<file path="config.mk">
export PLATFORM = sky130hd
export DESIGN_NAME = mux_pipe_stage
export DESIGN_NICKNAME = d
export VERILOG_FILES = /design/src/rtl/mux_pipe_stage.sv
export SDC_FILE = /design/constraint.sdc
export NUM_CORES = 1
export LEC_CHECK = 0
export CORE_UTILIZATION = 32
export CTS_CLUSTER_DIAMETER = 50
export DETAILED_ROUTE_END_ITERATION = 16
export PLACE_DENSITY = 0.84
export SLEW_MARGIN = 10
export SYNTH_ARGS = -nofsm -noshare
export SYNTH_HDL_FRONTEND = slang
export SYNTH_SLANG_ARGS = --single-unit
</file>
<file path="constraint.sdc">
create_clock -name clk -period 0.86 [get_ports clk]
set_input_delay 0.129 -clock clk [delete_from_list [all_inputs] [get_ports clk]]
set_output_delay 0.129 -clock clk [all_outputs]
set_load 0.01 [all_outputs]
</file>
<file path="src/rtl/mux_pipe_stage.sv">
`default_nettype none
// +--------------------------------------------------------------------------+
// | Module   : mux_pipe_stage                                                |
// | Function : N-way operand select feeding a STAGES-deep register chain     |
// |            with valid, stall and flush. Optional sticky out-of-range     |
// |            select flag enabled by defining MUX_PIPE_SELERR_EN.           |
// | Revision : 1.0                                                           |
// +--------------------------------------------------------------------------+
module mux_pipe_stage #(
    parameter int WIDTH  = 32,
    parameter int NUM_IN = 4,
    parameter int SEL_W  = 2,
    parameter int STAGES = 1
) (
    input  logic                    clk,
    input  logic                    rst,
    input  logic [NUM_IN*WIDTH-1:0] in_bus,
    input  logic [SEL_W-1:0]        sel,
    input  logic                    in_valid,
    input  logic                    stall,
    input  logic                    flush,
    output logic [WIDTH-1:0]        out,
    output logic                    out_valid
`ifdef MUX_PIPE_SELERR_EN
    ,
    output logic                    sel_err
`endif
);

    // ------------------------------------------------------------------
    // Elaboration-time parameter checks
    // ------------------------------------------------------------------
    if (NUM_IN < 2) begin : g_err_num_in_low
        $error("mux_pipe_stage: NUM_IN must be at least 2");
    end
    if (NUM_IN > (1 << SEL_W)) begin : g_err_num_in_sel_w
        $error("mux_pipe_stage: NUM_IN exceeds 2**SEL_W");
    end
    if ((STAGES < 1) || (STAGES > 4)) begin : g_err_stages
        $error("mux_pipe_stage: STAGES must be within 1..4");
    end

    // ------------------------------------------------------------------
    // Input unpacking and combinational select
    // ------------------------------------------------------------------
    logic [WIDTH-1:0] w_in [NUM_IN];
    logic [WIDTH-1:0] w_mux;

    for (genvar k = 0; k < NUM_IN; k++) begin : g_unpack
        assign w_in[k] = in_bus[k*WIDTH +: WIDTH];
    end

    // No code matches when sel >= NUM_IN, so input 0 is the natural fallback.
    always_comb begin
        w_mux = w_in[0];
        for (int k = 1; k < NUM_IN; k++) begin
            if (sel == SEL_W'(k)) begin
                w_mux = w_in[k];
            end
        end
    end

    // ------------------------------------------------------------------
    // Register chain: flush beats stall beats advance
    // ------------------------------------------------------------------
    logic [WIDTH-1:0] r_data  [STAGES];
    logic             r_valid [STAGES];

    always_ff @(posedge clk or posedge rst) begin
        if (rst) begin
            for (int i = 0; i < STAGES; i++) begin
                r_data[i]  <= '0;
                r_valid[i] <= 1'b0;
            end
        end else if (flush) begin
            for (int i = 0; i < STAGES; i++) begin
                r_data[i]  <= '0;
                r_valid[i] <= 1'b0;
            end
        end else if (!stall) begin
            r_data[0]  <= w_mux;
            r_valid[0] <= in_valid;
            // Invalid stages shift too; there is no bubble compaction.
            for (int i = 1; i < STAGES; i++) begin
                r_data[i]  <= r_data[i-1];
                r_valid[i] <= r_valid[i-1];
            end
        end
    end

    assign out       = r_data[STAGES-1];
    assign out_valid = r_valid[STAGES-1];

`ifdef MUX_PIPE_SELERR_EN
    // ------------------------------------------------------------------
    // Sticky out-of-range select flag, cleared only by reset
    // ------------------------------------------------------------------
    localparam logic [SEL_W:0] c_num_in = (SEL_W+1)'(NUM_IN);

    logic w_sel_oob;
    logic r_sel_err;

    assign w_sel_oob = ({1'b0, sel} >= c_num_in);

    always_ff @(posedge clk or posedge rst) begin
        if (rst) begin
            r_sel_err <= 1'b0;
        end else if (!flush && !stall && in_valid && w_sel_oob) begin
            r_sel_err <= 1'b1;
        end
    end

    assign sel_err = r_sel_err;
`endif

endmodule
`default_nettype wire
</file>
## Yosys cells after proc, flatten, opt, wreduce, memory -nomap -nowiden

Cells that the tools add are included.

- Memories: 0
- Flip-flop bits (word level): 33
- ROM bits: 0
- Latch bits: 0
- Memory bits (writable): 0

- Shift operators: 0
- Add/sub/neg operators: 0
- Order comparisons: 0
- Bitwise gates (word level): 0
- Equal/unequal tests: 4
- Reduce and logical (&&, ||, !) cells: 0
- Div/mod/pow operators: 0
- Multipliers: 0
- Multiplexer cells: 7

Operator list:

| kind | count |
|---|---|
| $mux W32 | 5 |
| $eq A2 B2 Y1 const B | 2 |
| $eq A2 B1 Y1 const B | 1 |
| $mux W1 | 2 |
| $ne A2 B1 Y1 const B | 1 |

## Logic depth before layout (Yosys ltp)

Gate-level depths: netlist of run 1.

- Depth after elaboration: 6
- Mapped depth: 5
- Depth with buffers taken out: 2

## Least setup slack after synthesis of run 1

No wires, ideal clock.

- Path kind: in2reg
- From: input port stall
- To: register r_data, in the netlist out[10]
- Slack: -0.258 ns
- Stages: 5
- Setup time: 0.086 ns
- Arrival time: 1.032 ns
- Path buffers: 3
- Cell sequence: buf_6 > or3b_1 > buf_6 > buf_12 > o221ai_2

- Word-level cells in the longest chain between the ends: 1

RTL lines:

| element | line | text |
|---|---|---|
| start, declared | 20 | `input logic stall,` |
| $ne A2 B1 Y1 (no source line) | n/a |  |
| end signal, assigned by index | 85 | `r_data[i] <= r_data[i-1];` |
| end, declared | 66 | `logic [WIDTH-1:0] r_data [STAGES];` |

Every way passes these cells.
A chain may end at the register's enable or synchronous reset.

## Worst setup path after layout of run 1

- From: register r_data, in the netlist out[27]
- To: output port out[27]

RTL lines:

| element | line | text |
|---|---|---|
| end, declared | 22 | `output logic [WIDTH-1:0] out,` |

No word-level cell between the ends.

==> results of run 1 <==
power breakdown:
part	switching, W	internal [W]	total, W
clock network	0.000562	0.000635	0.00120
registers	0.0000720	0.00167	0.00174
logic	0.000660	0.00114	0.00180
total	0.00129	0.00345	0.00474
worst paths after layout:
kind	startpoint	cells after the start	to	slack (ns)
worst max-delay path	out[27]	1	out[27]	-0.09
worst min-delay path	rst	3	out[14]	0.20
worst max register to register	out[29]	4	out[29]	-0.05
worst min register to register	out_valid	2	out_valid	0.53
max in group asynchronous	rst	3	out[27]	0.49
min in group clk	stall	4	out[30]	0.33
sequential cells by signal, indices dropped and copies added (netlist names):
name	count
out	32
out_valid	1
stage by stage:
stage | power (W) | worst slack [ns]
finish | 0.00474 | -0.0882
global route | 0.00496 | -0.119
CTS | 0.00469 | -0.0944
detailed placement | 0.00348 | -0.784
global placement | 0.00345 | -0.744
floorplan | 0.00241 | -0.256
repair_timing:
item | CTS | global route
cloned | 3 | 1
pin swaps | 4 | 5
resized for setup | 167 | 17
setup endpoints to repair | 66 | 60
setup buffers | 11 | 3
cell type report:
cell class,count,area [sq um],share of cell area
Clock buffer,7,86.3,0.0190
Inverter,1,3.75,0.000826
Multi-Input combinational cell,132,1450,0.320
Sequential cell,33,826,0.182
Tap cell,99,124,0.0273
Timing Repair Buffer,210,2050,0.451
cells in the final DEF (no fill, tap or decap):
cell,count
clkdlybuf4s50_1,130
mux2i_1,62
dfrtp_1,33
nand3b_1,32
buf_4,30
o221ai_2,28
buf_2,23
buf_6,17
clkbuf_8,6
buf_12,6
o221ai_4,4
mux2i_2,3
buf_16,2
or3_4,1
or3b_4,1
inv_1,1
nor2_1,1
clkbuf_1,1
clkbuf_16,1
buf_8,1
cell families after synthesis:
kind of cell | share of synthesized area
muxes | 0.274
DFF | 0.348
buffers and inverters | 0.0712
AOI/OAI and AO/OA | 0.197
and+or+nand+nor | 0.109
per-layer routing:
layer | track usage | routed length, microns
met4 | 0.0572 | 137
met2 | 0.386 | 4210
met3 | 0.0434 | 600
met1 | 0.233 | 3260
met5 | 0 | 0
==> results.yml, run 1 <==
floorplanning:
  start_util: 0.329
  core_sq_mm: 0.00721
  die_w_microns: 88.1
  die_area_sq_mm: 0.00776
  placementRows: 31
  die_h_microns: 88.1
  ioPinCount: 168
final_layout:
  fin_area_sq_mm: 0.00454
  num-fill-cells: 585
  fin_cells: 482
  finish.utilization: 0.630
  n_antenna_cell: 0
  finalNetCount: 518
  drive_gt1_frac: 0.321
  syn2layout_area_growth_pct: 91.5
clocking:
  htree_levels: 2
  cts_buffers: 5
  clk_latency_ns: 0.28
  cts.sinks: 33
  clockBufferDepth: 2
  cts_tree: "built"
  cts_root_buf: "clkbuf_8"
  clkSlewWorstSetupHoldPaths_ns: 0.07
  cts_hold_buffers: 0
global_routing:
  grt_max_degree: 34
  grt_pass1_wl_microns: 12000
  grt.total_usage: 0.205
  overflow: 0
  antenna_found_initial: 0
  grt_pass1_vias: 2454
power:
  p_leak_nw: 2.01
  power_density_mw_per_mm2: 1040
  max-vdd-ir-drop_v: 0.000617
detailed_routing:
  post-route-drc-count: 0
  drt-initial-drc-count: 57
  viasPerCell: 4.96
  dr.pass1.iters: 4
  final_antenna_net_count: 0
  vias: 2391
  routed_wl_microns: 8210
  wl_per_cell_microns: 17.0
synth:
  synth_area_leaders: "dfrtp_1, mux2i_1, o221ai_2"
  ys_ff_latch: 33
  synth_commonest_cells: "mux2i_1, dfrtp_1, nand3b_1"
  avgSynthCellArea_sq_um: 12.6
  yosysMostFrequentCell: "mux2i_1"
  synth_cell_types: 13
  syn_area_sq_mm: 0.00237
  synthArstFlopShare: 1.00
  yosysTopAreaCell: "dfrtp_1"
  synth-edff-count: 0
  seq_area_frac_synth: 0.348
  synthFlopType: "dfrtp_1"
  syn-instance-count: 188
  synth_warnings: 0
  syn_nets: 323
  synth_top_area_share: 0.348
sta:
  hold_viol_final: 0
  worst_pin_slew_ns: 0.320
  max_freq_mhz: 1050
  holdWs_ns: 0.199
  fin_crit_sh: 1.10
  setup_viol: 58
  drv_slew: 0
  setup_tns_ns: -3.33
  post-route-min-period_ns: 0.948
  worst_slack_ns: -0.0882
  rsz0062_at_grt: "true"
  fin_skew_ns: 0
  slew_headroom: 0.780
placed_design:
  dpl-instance-area_sq_mm: 0.00427
  place.gp.congestion: 0.725
  dp_hpwl_microns: 5820
  dpl.cell_count: 461
  numPortBuffers: 167
setup_path:
  cp-start-kind: "flop"
  cp_cell_sequence: "buf_2"
  end_kind: "output port"
  crit_slowest_cell: "dfrtp_1"
  cp.buffers_inverters: 1
  crit_required_ns: 0.73
  cp.arrival_ns: 0.82
  cp_max_fo: 2
  setup.worst_path.class: "reg -> out"
  slowest_delay_ns: 0.40
  critical_path.top_delay_family: "flip-flops"
hold_path:
  hold_path_class: "in -> async"
outcome:
  outcome: "finished with violations"
  violations: "negative setup slack"
job:
  max_cap_viol_count: 0
Note: power is estimated with default switching activity, not from simulation.
==> inputs of run 2 (changes only) <==
Settings changed: CTS_BUF_LIST set to sky130_fd_sc_hd__clkbuf_8 sky130_fd_sc_hd__clkbuf_16, CTS_CLUSTER_DIAMETER 50 to not set.
==> results.yml, run 2 (synthesis results as in run 1) <==
outcome:
  outcome: "finished with violations"
  violations: "negative setup slack"
setup_path:
  critical_path.top_delay_family: "flip-flops"
  cp-start-kind: "flop"
  crit_slowest_cell: "dfrtp_1"
  slowest_delay_ns: 0.40
  cp_max_fo: 2
  cp.arrival_ns: 0.82
  crit_required_ns: 0.73
  reg2reg_slack_ns: -0.02
  end_kind: "output port"
  setup.worst_path.class: "reg -> out"
  cp.buffers_inverters: 1
  cp_cell_sequence: "buf_2"
floorplanning:
  core_sq_mm: 0.00721
  placementRows: 31
  start_util: 0.329
  die_w_microns: 88.1
  die_h_microns: 88.1
  die_area_sq_mm: 0.00776
  ioPinCount: 168
clocking:
  clk_latency_ns: 0.28
  cts_tree: "built"
  htree_levels: 2
  clockBufferDepth: 2
  cts.sinks: 33
  clkSlewWorstSetupHoldPaths_ns: 0.07
  cts_root_buf: "clkbuf_8"
  cts_buffers: 5
detailed_routing:
  viasPerCell: 4.96
  vias: 2384
  wl_per_cell_microns: 17.1
  post-route-drc-count: 0
  drt-initial-drc-count: 58
  final_antenna_net_count: 0
  dr.pass1.iters: 4
  routed_wl_microns: 8210
final_layout:
  final_cell_mix: "clkdlybuf4s50_1, mux2i_1, dfrtp_1"
  largest_register_ffs: 32
  mostFrequentLayoutCell: "clkdlybuf4s50_1"
  finalNetCount: 517
  fin_cells: 481
  fin_area_sq_mm: 0.00453
  n_antenna_cell: 0
  syn2layout_area_growth_pct: 91.0
  drive_gt1_frac: 0.319
sta:
  setup_tns_ns: -3.37
  holdWs_ns: 0.202
  hold_viol_final: 0
  fin_crit_sh: 1.10
  drv_slew: 0
  worst_pin_slew_ns: 0.314
  slew_headroom: 0.785
  setup_viol: 57
  worst_slack_ns: -0.0879
  fin_skew_ns: 0
  post-route-min-period_ns: 0.948
  max_freq_mhz: 1050
  rsz0062_at_grt: "true"
placed_design:
  dpl.cell_count: 461
  numPortBuffers: 167
  dp_slack_ns: -0.784
  dpl-instance-area_sq_mm: 0.00427
  dp_hpwl_microns: 5820
  place.gp.congestion: 0.725
global_routing:
  grt_pass1_wl_microns: 12100
  overflow: 0
  grt_max_degree: 34
  grt.total_usage: 0.207
  antenna_found_initial: 0
  grt_pass1_vias: 2465
power:
  power_density_mw_per_mm2: 1040
  max-vdd-ir-drop_v: 0.000613
  p_leak_nw: 2.01
hold_path:
  hold_path_class: "in -> async"
job:
  max_cap_viol_count: 0
==> run 2: cell type report <==
type	instances	area, sq um
repair buffers	209	2040
well taps	99	124
inverters	1	3.75
clock inverters	1	3.75
multi-input cells	132	1450
fillers	588	2680
flip-flops and latches	33	826
clock buffers	6	82.6
==> run 2: stage by stage <==
step | power, W | util
detailed placement | 0.00348 | 0.592
global placement | 0.00345 | 0.592
finish | 0.00471 | 0.628
global route | 0.00493 | 0.628
CTS | 0.00468 | 0.613
floorplan | 0.00241 | -
==> run 2: timing repair <==
item	4_1_cts	5_1_grt
cloned	3	1
pin swaps	4	5
buffers inserted	12	2
resized for setup	168	15
endpoints found under the setup margin	66	65
hold buffers	0	0
==> run 2: final timing paths <==
path | cells past startpoint | from | endpoint
setup / recovery | 1 | out[27] | out[27]
hold / removal | 3 | rst | out[7]
setup reg to reg | 3 | out[10] | out[10]
hold reg to reg | 2 | out_valid | out_valid
max in group asynchronous | 3 | rst | out[27]
min in group clk | 4 | stall | out[30]
==> run 2: per-layer routing <==
layer	vias to the layer above	GRT usage	share of wire	wire (microns)
li1	1132	-	-	-
met1	1135	0.235	0.39	3230
met2	105	0.386	0.51	4230
met3	12	0.0452	0.077	630
met4	0	0.0587	0.015	124
met5	-	0	0	0
==> run 2: where the power goes <==
group          leakage [nW]  switching (W)  total (W)  internal [W]
registers             0.440      0.0000714    0.00174       0.00167
clock network        0.0485       0.000548    0.00117      0.000623
logic                  1.52       0.000658    0.00179       0.00114
